==> config.mk <==
export PLATFORM = sky130hd
export DESIGN_NAME = branch_resolve_ctrl_flat
export DESIGN_NICKNAME = d
export VERILOG_FILES = /design/src/rtl/branch_resolve_ctrl_pkg.sv /design/src/rtl/branch_resolve_ctrl_if.sv /design/src/rtl/branch_resolve_ctrl_cmp.sv /design/src/rtl/branch_resolve_ctrl.sv /design/src/flat_wrapper.sv
export SDC_FILE = /design/constraint.sdc
export NUM_CORES = 1
export LEC_CHECK = 0
export CORE_ASPECT_RATIO = 0.7
export CORE_MARGIN = 2
export CORE_UTILIZATION = 53
export DETAILED_ROUTE_END_ITERATION = 8
export PLACE_DENSITY = 0.82
export RECOVER_POWER = 50
export SYNTH_ARGS = -nofsm -noshare
export SYNTH_HDL_FRONTEND = slang
export SYNTH_SLANG_ARGS = --single-unit
==> constraint.sdc <==
create_clock -name clk -period 5.31 [get_ports clk]
set_input_delay 1.062 -clock clk [delete_from_list [all_inputs] [get_ports clk]]
set_output_delay 1.062 -clock clk [all_outputs]
set_load 0.005 [all_outputs]
==> src/rtl/branch_resolve_ctrl_pkg.sv <==
// Shared definitions for the EX-stage branch resolution unit: datapath width,
// funct3 branch condition codes and controller state encodings.
package branch_resolve_ctrl_pkg;

  localparam int XLEN = 32;

  localparam logic [2:0] BR_COND_BEQ  = 3'b000;
  localparam logic [2:0] BR_COND_BNE  = 3'b001;
  localparam logic [2:0] BR_COND_BLT  = 3'b100;
  localparam logic [2:0] BR_COND_BGE  = 3'b101;
  localparam logic [2:0] BR_COND_BLTU = 3'b110;
  localparam logic [2:0] BR_COND_BGEU = 3'b111;

  typedef enum logic [1:0] {
    BRC_ST_IDLE     = 2'd0,
    BRC_ST_WAIT     = 2'd1,
    BRC_ST_REDIRECT = 2'd2
  } brc_state_e;

endpackage

==> src/rtl/branch_resolve_ctrl_if.sv <==
// Decode/operand/fetch-facing signal bundle of the branch resolution unit.
// The slave modport is the unit itself; master is whoever drives it.
interface branch_resolve_ctrl_if;
  import branch_resolve_ctrl_pkg::*;

  logic            br_valid;
  logic            br_ready;
  logic            br_is_jalr;
  logic [2:0]      br_cond;
  logic [XLEN-1:0] br_pc;
  logic [XLEN-1:0] br_imm;
  logic [XLEN-1:0] rs1_val;
  logic [XLEN-1:0] rs2_val;
  logic            rs1_rdy;
  logic            rs2_rdy;
  logic            kill;
  logic            redirect_valid;
  logic            redirect_ready;
  logic [XLEN-1:0] redirect_pc;
  logic            flush;
  logic            misalign_valid;
  logic [XLEN-1:0] misalign_addr;
  logic            done;

  modport slave (
    input  br_valid, br_is_jalr, br_cond, br_pc, br_imm,
    input  rs1_val, rs2_val, rs1_rdy, rs2_rdy, kill, redirect_ready,
    output br_ready, redirect_valid, redirect_pc, flush,
    output misalign_valid, misalign_addr, done
  );

  modport master (
    output br_valid, br_is_jalr, br_cond, br_pc, br_imm,
    output rs1_val, rs2_val, rs1_rdy, rs2_rdy, kill, redirect_ready,
    input  br_ready, redirect_valid, redirect_pc, flush,
    input  misalign_valid, misalign_addr, done
  );

endinterface

==> src/rtl/branch_resolve_ctrl_cmp.sv <==
// Branch condition comparator (branch_cmp): purely combinational evaluation of
// a funct3 condition; reserved codes evaluate as not taken.
module branch_resolve_ctrl_cmp
  import branch_resolve_ctrl_pkg::*;
(
  input  logic [XLEN-1:0] a_i,
  input  logic [XLEN-1:0] b_i,
  input  logic [2:0]      cond_i,
  output logic            taken_o
);

  always_comb begin
    taken_o = 1'b0;
    case (cond_i)
      BR_COND_BEQ:  taken_o = (a_i == b_i);
      BR_COND_BNE:  taken_o = (a_i != b_i);
      BR_COND_BLT:  taken_o = ($signed(a_i) <  $signed(b_i));
      BR_COND_BGE:  taken_o = ($signed(a_i) >= $signed(b_i));
      BR_COND_BLTU: taken_o = (a_i <  b_i);
      BR_COND_BGEU: taken_o = (a_i >= b_i);
      default:      taken_o = 1'b0;
    endcase
  end

endmodule

==> src/rtl/branch_resolve_ctrl.sv <==
// EX-stage branch/JALR resolution: waits for late operands, checks the static
// prediction and issues a redirect on mispredict. Optional perf counters: ARCHER_BR_PERF_EN.
module branch_resolve_ctrl
  import branch_resolve_ctrl_pkg::*;
#(
  parameter int PRED_MODE = 1,
  parameter int CNT_W     = 32
) (
  input  logic                  clk,
  input  logic                  rst_n,
  branch_resolve_ctrl_if.slave  bus,
  output logic [CNT_W-1:0]      perf_branches,
  output logic [CNT_W-1:0]      perf_mispred
);

  brc_state_e      state_q, state_d;
  logic [XLEN-1:0] pc_q, pc_d, imm_q, imm_d;
  logic [XLEN-1:0] rs1_q, rs1_d, rs2_q, rs2_d;
  logic [XLEN-1:0] redirect_pc_q, redirect_pc_d, misalign_addr_q, misalign_addr_d;
  logic [2:0]      cond_q, cond_d;
  logic            jalr_q, jalr_d, pred_q, pred_d;
  logic            rs1_cap_q, rs1_cap_d, rs2_cap_q, rs2_cap_d;
  logic            redirect_valid_q, redirect_valid_d;
  logic            done_q, done_d, misalign_valid_q, misalign_valid_d;

  logic [XLEN-1:0] rs1_eff, rs2_eff, jalr_sum, target, fall_through;
  logic            rs1_have, rs2_have, cmp_taken, taken, handshake;

  // Operands arriving this cycle count as captured so resolution costs no extra cycle.
  assign rs1_eff      = rs1_cap_q ? rs1_q : bus.rs1_val;
  assign rs2_eff      = rs2_cap_q ? rs2_q : bus.rs2_val;
  assign rs1_have     = rs1_cap_q | bus.rs1_rdy;
  assign rs2_have     = jalr_q | rs2_cap_q | bus.rs2_rdy;
  assign jalr_sum     = rs1_eff + imm_q;
  assign target       = jalr_q ? {jalr_sum[XLEN-1:1], 1'b0} : (pc_q + imm_q);
  assign fall_through = pc_q + XLEN'(4);
  assign taken        = jalr_q | cmp_taken;
  assign handshake    = (state_q == BRC_ST_REDIRECT) && bus.redirect_ready && !bus.kill;

  branch_resolve_ctrl_cmp u_cmp (
    .a_i     (rs1_eff),
    .b_i     (rs2_eff),
    .cond_i  (cond_q),
    .taken_o (cmp_taken)
  );

  always_comb begin
    state_d          = state_q;
    pc_d             = pc_q;
    imm_d            = imm_q;
    cond_d           = cond_q;
    jalr_d           = jalr_q;
    pred_d           = pred_q;
    rs1_d            = rs1_q;
    rs2_d            = rs2_q;
    rs1_cap_d        = rs1_cap_q;
    rs2_cap_d        = rs2_cap_q;
    redirect_valid_d = redirect_valid_q;
    redirect_pc_d    = redirect_pc_q;
    misalign_addr_d  = misalign_addr_q;
    done_d           = 1'b0;
    misalign_valid_d = 1'b0;

    case (state_q)
      BRC_ST_IDLE: begin
        if (bus.br_valid) begin
          pc_d      = bus.br_pc;
          imm_d     = bus.br_imm;
          cond_d    = bus.br_cond;
          jalr_d    = bus.br_is_jalr;
          pred_d    = (PRED_MODE != 0) && bus.br_imm[XLEN-1] && !bus.br_is_jalr;
          rs1_cap_d = 1'b0;
          rs2_cap_d = 1'b0;
          state_d   = BRC_ST_WAIT;
        end
      end
      BRC_ST_WAIT: begin
        if (bus.rs1_rdy && !rs1_cap_q) begin
          rs1_d     = bus.rs1_val;
          rs1_cap_d = 1'b1;
        end
        if (bus.rs2_rdy && !rs2_cap_q && !jalr_q) begin
          rs2_d     = bus.rs2_val;
          rs2_cap_d = 1'b1;
        end
        if (rs1_have && rs2_have) begin
          if (taken && (target[1:0] != 2'b00)) begin
            misalign_valid_d = 1'b1;
            misalign_addr_d  = target;
            done_d           = 1'b1;
            state_d          = BRC_ST_IDLE;
          end else if (jalr_q || (taken != pred_q)) begin
            redirect_valid_d = 1'b1;
            redirect_pc_d    = taken ? target : fall_through;
            state_d          = BRC_ST_REDIRECT;
          end else begin
            done_d  = 1'b1;
            state_d = BRC_ST_IDLE;
          end
        end
      end
      BRC_ST_REDIRECT: begin
        if (bus.redirect_ready) begin
          redirect_valid_d = 1'b0;
          state_d          = BRC_ST_IDLE;
        end
      end
      default: state_d = BRC_ST_IDLE;
    endcase

    // An older trap wins over everything the branch would have produced.
    if (bus.kill) begin
      state_d          = BRC_ST_IDLE;
      redirect_valid_d = 1'b0;
      done_d           = 1'b0;
      misalign_valid_d = 1'b0;
      misalign_addr_d  = misalign_addr_q;
    end
  end

  always_ff @(posedge clk or negedge rst_n) begin
    if (!rst_n) begin
      state_q          <= BRC_ST_IDLE;
      pc_q             <= '0;
      imm_q            <= '0;
      cond_q           <= '0;
      jalr_q           <= 1'b0;
      pred_q           <= 1'b0;
      rs1_q            <= '0;
      rs2_q            <= '0;
      rs1_cap_q        <= 1'b0;
      rs2_cap_q        <= 1'b0;
      redirect_valid_q <= 1'b0;
      redirect_pc_q    <= '0;
      misalign_addr_q  <= '0;
      done_q           <= 1'b0;
      misalign_valid_q <= 1'b0;
    end else begin
      state_q          <= state_d;
      pc_q             <= pc_d;
      imm_q            <= imm_d;
      cond_q           <= cond_d;
      jalr_q           <= jalr_d;
      pred_q           <= pred_d;
      rs1_q            <= rs1_d;
      rs2_q            <= rs2_d;
      rs1_cap_q        <= rs1_cap_d;
      rs2_cap_q        <= rs2_cap_d;
      redirect_valid_q <= redirect_valid_d;
      redirect_pc_q    <= redirect_pc_d;
      misalign_addr_q  <= misalign_addr_d;
      done_q           <= done_d;
      misalign_valid_q <= misalign_valid_d;
    end
  end

  assign bus.br_ready       = (state_q == BRC_ST_IDLE) && !bus.kill;
  assign bus.redirect_valid = redirect_valid_q;
  assign bus.redirect_pc    = redirect_pc_q;
  assign bus.flush          = handshake;
  assign bus.misalign_valid = misalign_valid_q;
  assign bus.misalign_addr  = misalign_addr_q;
  assign bus.done           = done_q | handshake;

`ifdef ARCHER_BR_PERF_EN
  logic [CNT_W-1:0] perf_br_q, perf_mp_q;

  always_ff @(posedge clk or negedge rst_n) begin
    if (!rst_n) begin
      perf_br_q <= '0;
      perf_mp_q <= '0;
    end else begin
      if (done_q | handshake) perf_br_q <= perf_br_q + CNT_W'(1);
      if (handshake)          perf_mp_q <= perf_mp_q + CNT_W'(1);
    end
  end

  assign perf_branches = perf_br_q;
  assign perf_mispred  = perf_mp_q;
`else
  assign perf_branches = '0;
  assign perf_mispred  = '0;
`endif

endmodule

==> src/flat_wrapper.sv <==
// flat-port wrapper written by rule: the top's interface ports become plain ports
module branch_resolve_ctrl_flat import branch_resolve_ctrl_pkg::*;
#(
  parameter int PRED_MODE = 1,
  parameter int CNT_W     = 32
)
  (clk, rst_n, perf_branches, perf_mispred, bus_br_valid, bus_br_is_jalr, bus_br_cond, bus_br_pc, bus_br_imm, bus_rs1_val, bus_rs2_val, bus_rs1_rdy, bus_rs2_rdy, bus_kill, bus_redirect_ready, bus_br_ready, bus_redirect_valid, bus_redirect_pc, bus_flush, bus_misalign_valid, bus_misalign_addr, bus_done);
  branch_resolve_ctrl_if bus_i ();
  input  logic clk;
  input  logic rst_n;
  output logic [CNT_W-1:0] perf_branches;
  output logic [CNT_W-1:0] perf_mispred;
  input wire logic [$bits(bus_i.br_valid)-1:0] bus_br_valid;
  input wire logic [$bits(bus_i.br_is_jalr)-1:0] bus_br_is_jalr;
  input wire logic [$bits(bus_i.br_cond)-1:0] bus_br_cond;
  input wire logic [$bits(bus_i.br_pc)-1:0] bus_br_pc;
  input wire logic [$bits(bus_i.br_imm)-1:0] bus_br_imm;
  input wire logic [$bits(bus_i.rs1_val)-1:0] bus_rs1_val;
  input wire logic [$bits(bus_i.rs2_val)-1:0] bus_rs2_val;
  input wire logic [$bits(bus_i.rs1_rdy)-1:0] bus_rs1_rdy;
  input wire logic [$bits(bus_i.rs2_rdy)-1:0] bus_rs2_rdy;
  input wire logic [$bits(bus_i.kill)-1:0] bus_kill;
  input wire logic [$bits(bus_i.redirect_ready)-1:0] bus_redirect_ready;
  output wire logic [$bits(bus_i.br_ready)-1:0] bus_br_ready;
  output wire logic [$bits(bus_i.redirect_valid)-1:0] bus_redirect_valid;
  output wire logic [$bits(bus_i.redirect_pc)-1:0] bus_redirect_pc;
  output wire logic [$bits(bus_i.flush)-1:0] bus_flush;
  output wire logic [$bits(bus_i.misalign_valid)-1:0] bus_misalign_valid;
  output wire logic [$bits(bus_i.misalign_addr)-1:0] bus_misalign_addr;
  output wire logic [$bits(bus_i.done)-1:0] bus_done;
  assign bus_i.br_valid = bus_br_valid;
  assign bus_i.br_is_jalr = bus_br_is_jalr;
  assign bus_i.br_cond = bus_br_cond;
  assign bus_i.br_pc = bus_br_pc;
  assign bus_i.br_imm = bus_br_imm;
  assign bus_i.rs1_val = bus_rs1_val;
  assign bus_i.rs2_val = bus_rs2_val;
  assign bus_i.rs1_rdy = bus_rs1_rdy;
  assign bus_i.rs2_rdy = bus_rs2_rdy;
  assign bus_i.kill = bus_kill;
  assign bus_i.redirect_ready = bus_redirect_ready;
  assign bus_br_ready = bus_i.br_ready;
  assign bus_redirect_valid = bus_i.redirect_valid;
  assign bus_redirect_pc = bus_i.redirect_pc;
  assign bus_flush = bus_i.flush;
  assign bus_misalign_valid = bus_i.misalign_valid;
  assign bus_misalign_addr = bus_i.misalign_addr;
  assign bus_done = bus_i.done;
  branch_resolve_ctrl #(.PRED_MODE(PRED_MODE), .CNT_W(CNT_W)) u_core (.clk(clk), .rst_n(rst_n), .bus(bus_i), .perf_branches(perf_branches), .perf_mispred(perf_mispred));
endmodule
==> metrics.yaml <==
status:
  status: "finished with violations"
  failed_checks: "capacitance limit, slew limit"
clocking:
  holdBufCountCts: 0
  post_cts_buffers: 0
  htree_levels: 1
  cts_tree: "done"
  clk_pin_slew_worst_paths_ns: 0.06
  clk_latency_ns: 0.52
  cts-root-buf: "clkbuf_16"
  clockBufferDepth: 3
  cts_resized: 0
  cts_num_sinks: 204
  cts_made_buffers: 22
route:
  vias_per_cell: 5.99
  vias: 11610
  firstDrtPassIters: 6
  drt_wl_total_microns: 40600
  drcViolationCount: 0
  wl_per_cell_microns: 20.9
  first_iter_violations: 940
  ant_nets: 0
timing:
  relSlewSlack_pct: -60.8
  finalSetupTns_ns: 0
  drv_slew: 132
  post-route-period-util_pct: 84.7
  worst_slew_pin_slew_ns: 2.41
  fin_skew_ns: 0.0140
  max_freq_ghz: 0.222
  rsz0062_at_grt: "no"
  hold_viol: 0
  fin_crit_ns: 4.50
  setup_ws_ns: 0.815
  setup_viol: 0
place:
  place_ws_ns: 0.342
  port_buffers: 207
  gp_congestion: 0.943
  dp_hpwl_microns: 31900
  dp_cells: 1900
synth:
  synth_top_area_share_pct: 36.7
  async_flop_share_pct: 100
  synthAdderAreaFrac_pct: 8.74
  synthMuxAreaShare_pct: 17.3
  synthSimpleGateAreaFrac_pct: 11.6
  synth_top_family_by_area: "multiplexers"
  synthCells: 1400
  yosys.area_share.xor_xnor_pct: 4.33
  synth_compound_area_share_pct: 15.2
  yosysSeqAreaShare_pct: 36.7
  yosys_warnings: 0
  yosysTopAreaCell: "dfrtp_1"
  synth_top_flop_cell: "dfrtp_1"
  ys_ff_latch: 204
  syn_avg_cell_area_sq_um: 9.94
  synth_edf_count: 0
  yosys-top-cells-area: "dfrtp_1 37%, mux2_2 14%, ha_1 8.5%"
  synthDistinctLibCells: 82
  syn_area_sq_um: 13900
critical_path:
  path_buf_inv: 3
  slowest_stage: "ha_1"
  required_ns: 5.67
  crit_path_start_kind: "input pin"
  critPathMaxStageDelay_ns: 0.44
  end_kind: "register"
  path_cells: "clkdlybuf4s50_1 -> mux2i_1 -> inv_1 -> ha_1 -> nand4_2 -> nor4_4 -> nand2_1 -> a41o_1 -> nand3b_1 -> mux2_4 -> a31oi_4 -> or2_1 -> buf_4 -> o21ai_0"
  crit_family: "simple AND/OR/NAND/NOR gates"
  crit_type: "input pin to register"
  path_max_fanout: 53
  cp.arrival_ns: 4.86
finish:
  antenna_cells: 0
  seqCellArea_sq_um: 5110
  nFillCells: 2076
  final_common_cell: "clkdlybuf4s50_1"
  final_util_pct: 65.2
  stdcell_count: 1938
  syn2layout_area_growth_pct: 20.7
  finalNetCount: 1828
  layout-drive-gt1-share_pct: 15.2
  multiInputGateArea_sq_um: 8210
  layout_common_cells: "204 x clkdlybuf4s50_1, 203 x dfrtp_1, 170 x mux2_2, 134 x nand2_1, 109 x o21ai_0"
pwr:
  p_leak_nw: 7.27
  irDropWorstVdd_mv: 0.244
  powerDensity_nw_per_um2: 522
  power_mw: 8.77
die:
  fp.dieH_microns: 140
  core_sq_um: 25700
  die_x_microns: 198
  die-area_sq_um: 27600
  start_util_pct: 54.0
  io_pins: 272
  num_rows: 49
global_route:
  antenna_found_initial: 3
  grt_pass1_wl_microns: 62400
  grt-ovfl-total: 0
  grt_pass1_vias: 11184
  grt_usage_pct: 28.8
  grt_max_degree: 109
hold_path:
  hold_path_class: "register to register"
job:
  drv_cap: 2
==> worst reg2reg max path: stages (launching register included) <==
cell and delay, ns:
dfrtp_2 0.91, mux2i_1 0.29, ha_1 0.34, nand4_1 0.24
nor4_1 0.60, a31oi_1 0.29, o21a_1 0.24, o211a_2 0.29
and4_4 0.17, o31ai_4 0.25, buf_12 0.28, mux2_1 0.38
==> path summary, 6_finish.rpt <==
| check | start | endpoint | slack, ns | cells past startpoint |
|---|---|---|---|---|
| max | bus_rs1_val[31] | u_core.bus.misalign_addr[23]$_DFFE_PN0P_ | 0.81 | 14 |
| min | u_core.bus.misalign_addr[13]$_DFFE_PN0P_ | u_core.bus.misalign_addr[13]$_DFFE_PN0P_ | 0.48 | 2 |
| max reg2reg | u_core.rs2_cap_q$_DFFE_PN0P_ | u_core.bus.redirect_pc[4]$_DFFE_PN0P_ | 0.90 | 11 |
| min reg2reg | u_core.bus.misalign_addr[13]$_DFFE_PN0P_ | u_core.bus.misalign_addr[13]$_DFFE_PN0P_ | 0.48 | 2 |
| max in group asynchronous | rst_n | u_core.rs2_cap_q$_DFFE_PN0P_ | 1.32 | 2 |
| min in group asynchronous | rst_n | u_core.bus.misalign_addr[23]$_DFFE_PN0P_ | 1.25 | 1 |
==> kinds of logic (layout without fill, tap and decap cells) <==
| logic type | Yosys count | after routing |
|---|---|---|
| DFF | 204 | 204 |
| other | 1 | 64 |
| AOI/OAI and AO/OA | 328 | 328 |
| and+or+nand+nor | 331 | 331 |
| muxes | 218 | 218 |
| buffers and inverters | 155 | 299 |
| xor gates and xnor gates | 67 | 67 |
| adders and majority gates | 96 | 96 |
==> cell type report <==
cell class | instances | area share [%]
Sequential cell | 204 | 30.4
Clock inverter | 7 | 0.417
Clock buffer | 31 | 3.90
Inverter | 39 | 0.871
Timing Repair Buffer | 222 | 13.1
Tap cell | 331 | 2.47
Multi-Input combinational cell | 1104 | 48.9
==> state kept, by name, summed over array words and instances, names as in the netlist <==
| register | flops |
|---|---|
| u_core.done_q | 1 |
| u_core.cond_q | 3 |
| u_core.jalr_q | 1 |
| u_core.bus.redirect_valid | 1 |
| u_core.pc_q | 32 |
| u_core.rs2_cap_q | 1 |
| u_core.rs2_q | 32 |
| u_core.state_q | 2 |
| u_core.bus.misalign_valid | 1 |
| u_core.bus.misalign_addr | 32 |
| u_core.bus.redirect_pc | 32 |
| u_core.pred_q | 1 |
| u_core.rs1_cap_q | 1 |
| u_core.imm_q | 32 |
| u_core.rs1_q | 32 |
==> cells in the mapped netlist, types with 6 or more instances <==
library cell and instances:
dfrtp_1 204, mux2_2 170, nand2_1 134, o21ai_0 109
ha_1 94, a21oi_1 70, buf_4 65, nor2_1 49
mux2i_1 42, inv_1 38, xnor2_1 36, clkbuf_1 31
xor2_1 30, nand3_1 27, nor3_1 24, a21o_1 21
a31oi_1 16, a211oi_1 15, and3_1 15, nand2b_1 14
o21a_1 14, buf_2 12, nand4_1 11, nor2b_1 9
nor4_1 9, o31ai_1 8, buf_1 7, o211ai_1 7
o21bai_1 7, a211o_1 6, nand3b_1 6, o21ai_1 6
==> metrics by stage <==
stage          hold WS [ns]  cell area [sq um]
6_report              0.481              16800
5_1_grt               0.513              16800
2_1_floorplan         0.463              14100
3_3_place_gp          0.463              16100
3_5_place_dp          0.472              16100
4_1_cts               0.486              16800
==> routing by layer <==
layer	routed length, microns	track usage (%)	vias to the layer above	part of all wire (%)
met5	13	0	-	0.032
met4	1220	8.23	2	3.0
met3	3440	6.45	79	8.5
met2	17700	43.4	486	44
met1	18200	41.6	5658	45
li1	-	-	5385	-
==> power by group <==
group / switching, mW / internal (mW)
clock: 0.651 / 0.908
sequential: 0.511 / 2.14
combinational: 2.38 / 2.18
No activity file was read; power rests on OpenSTA's default activity.
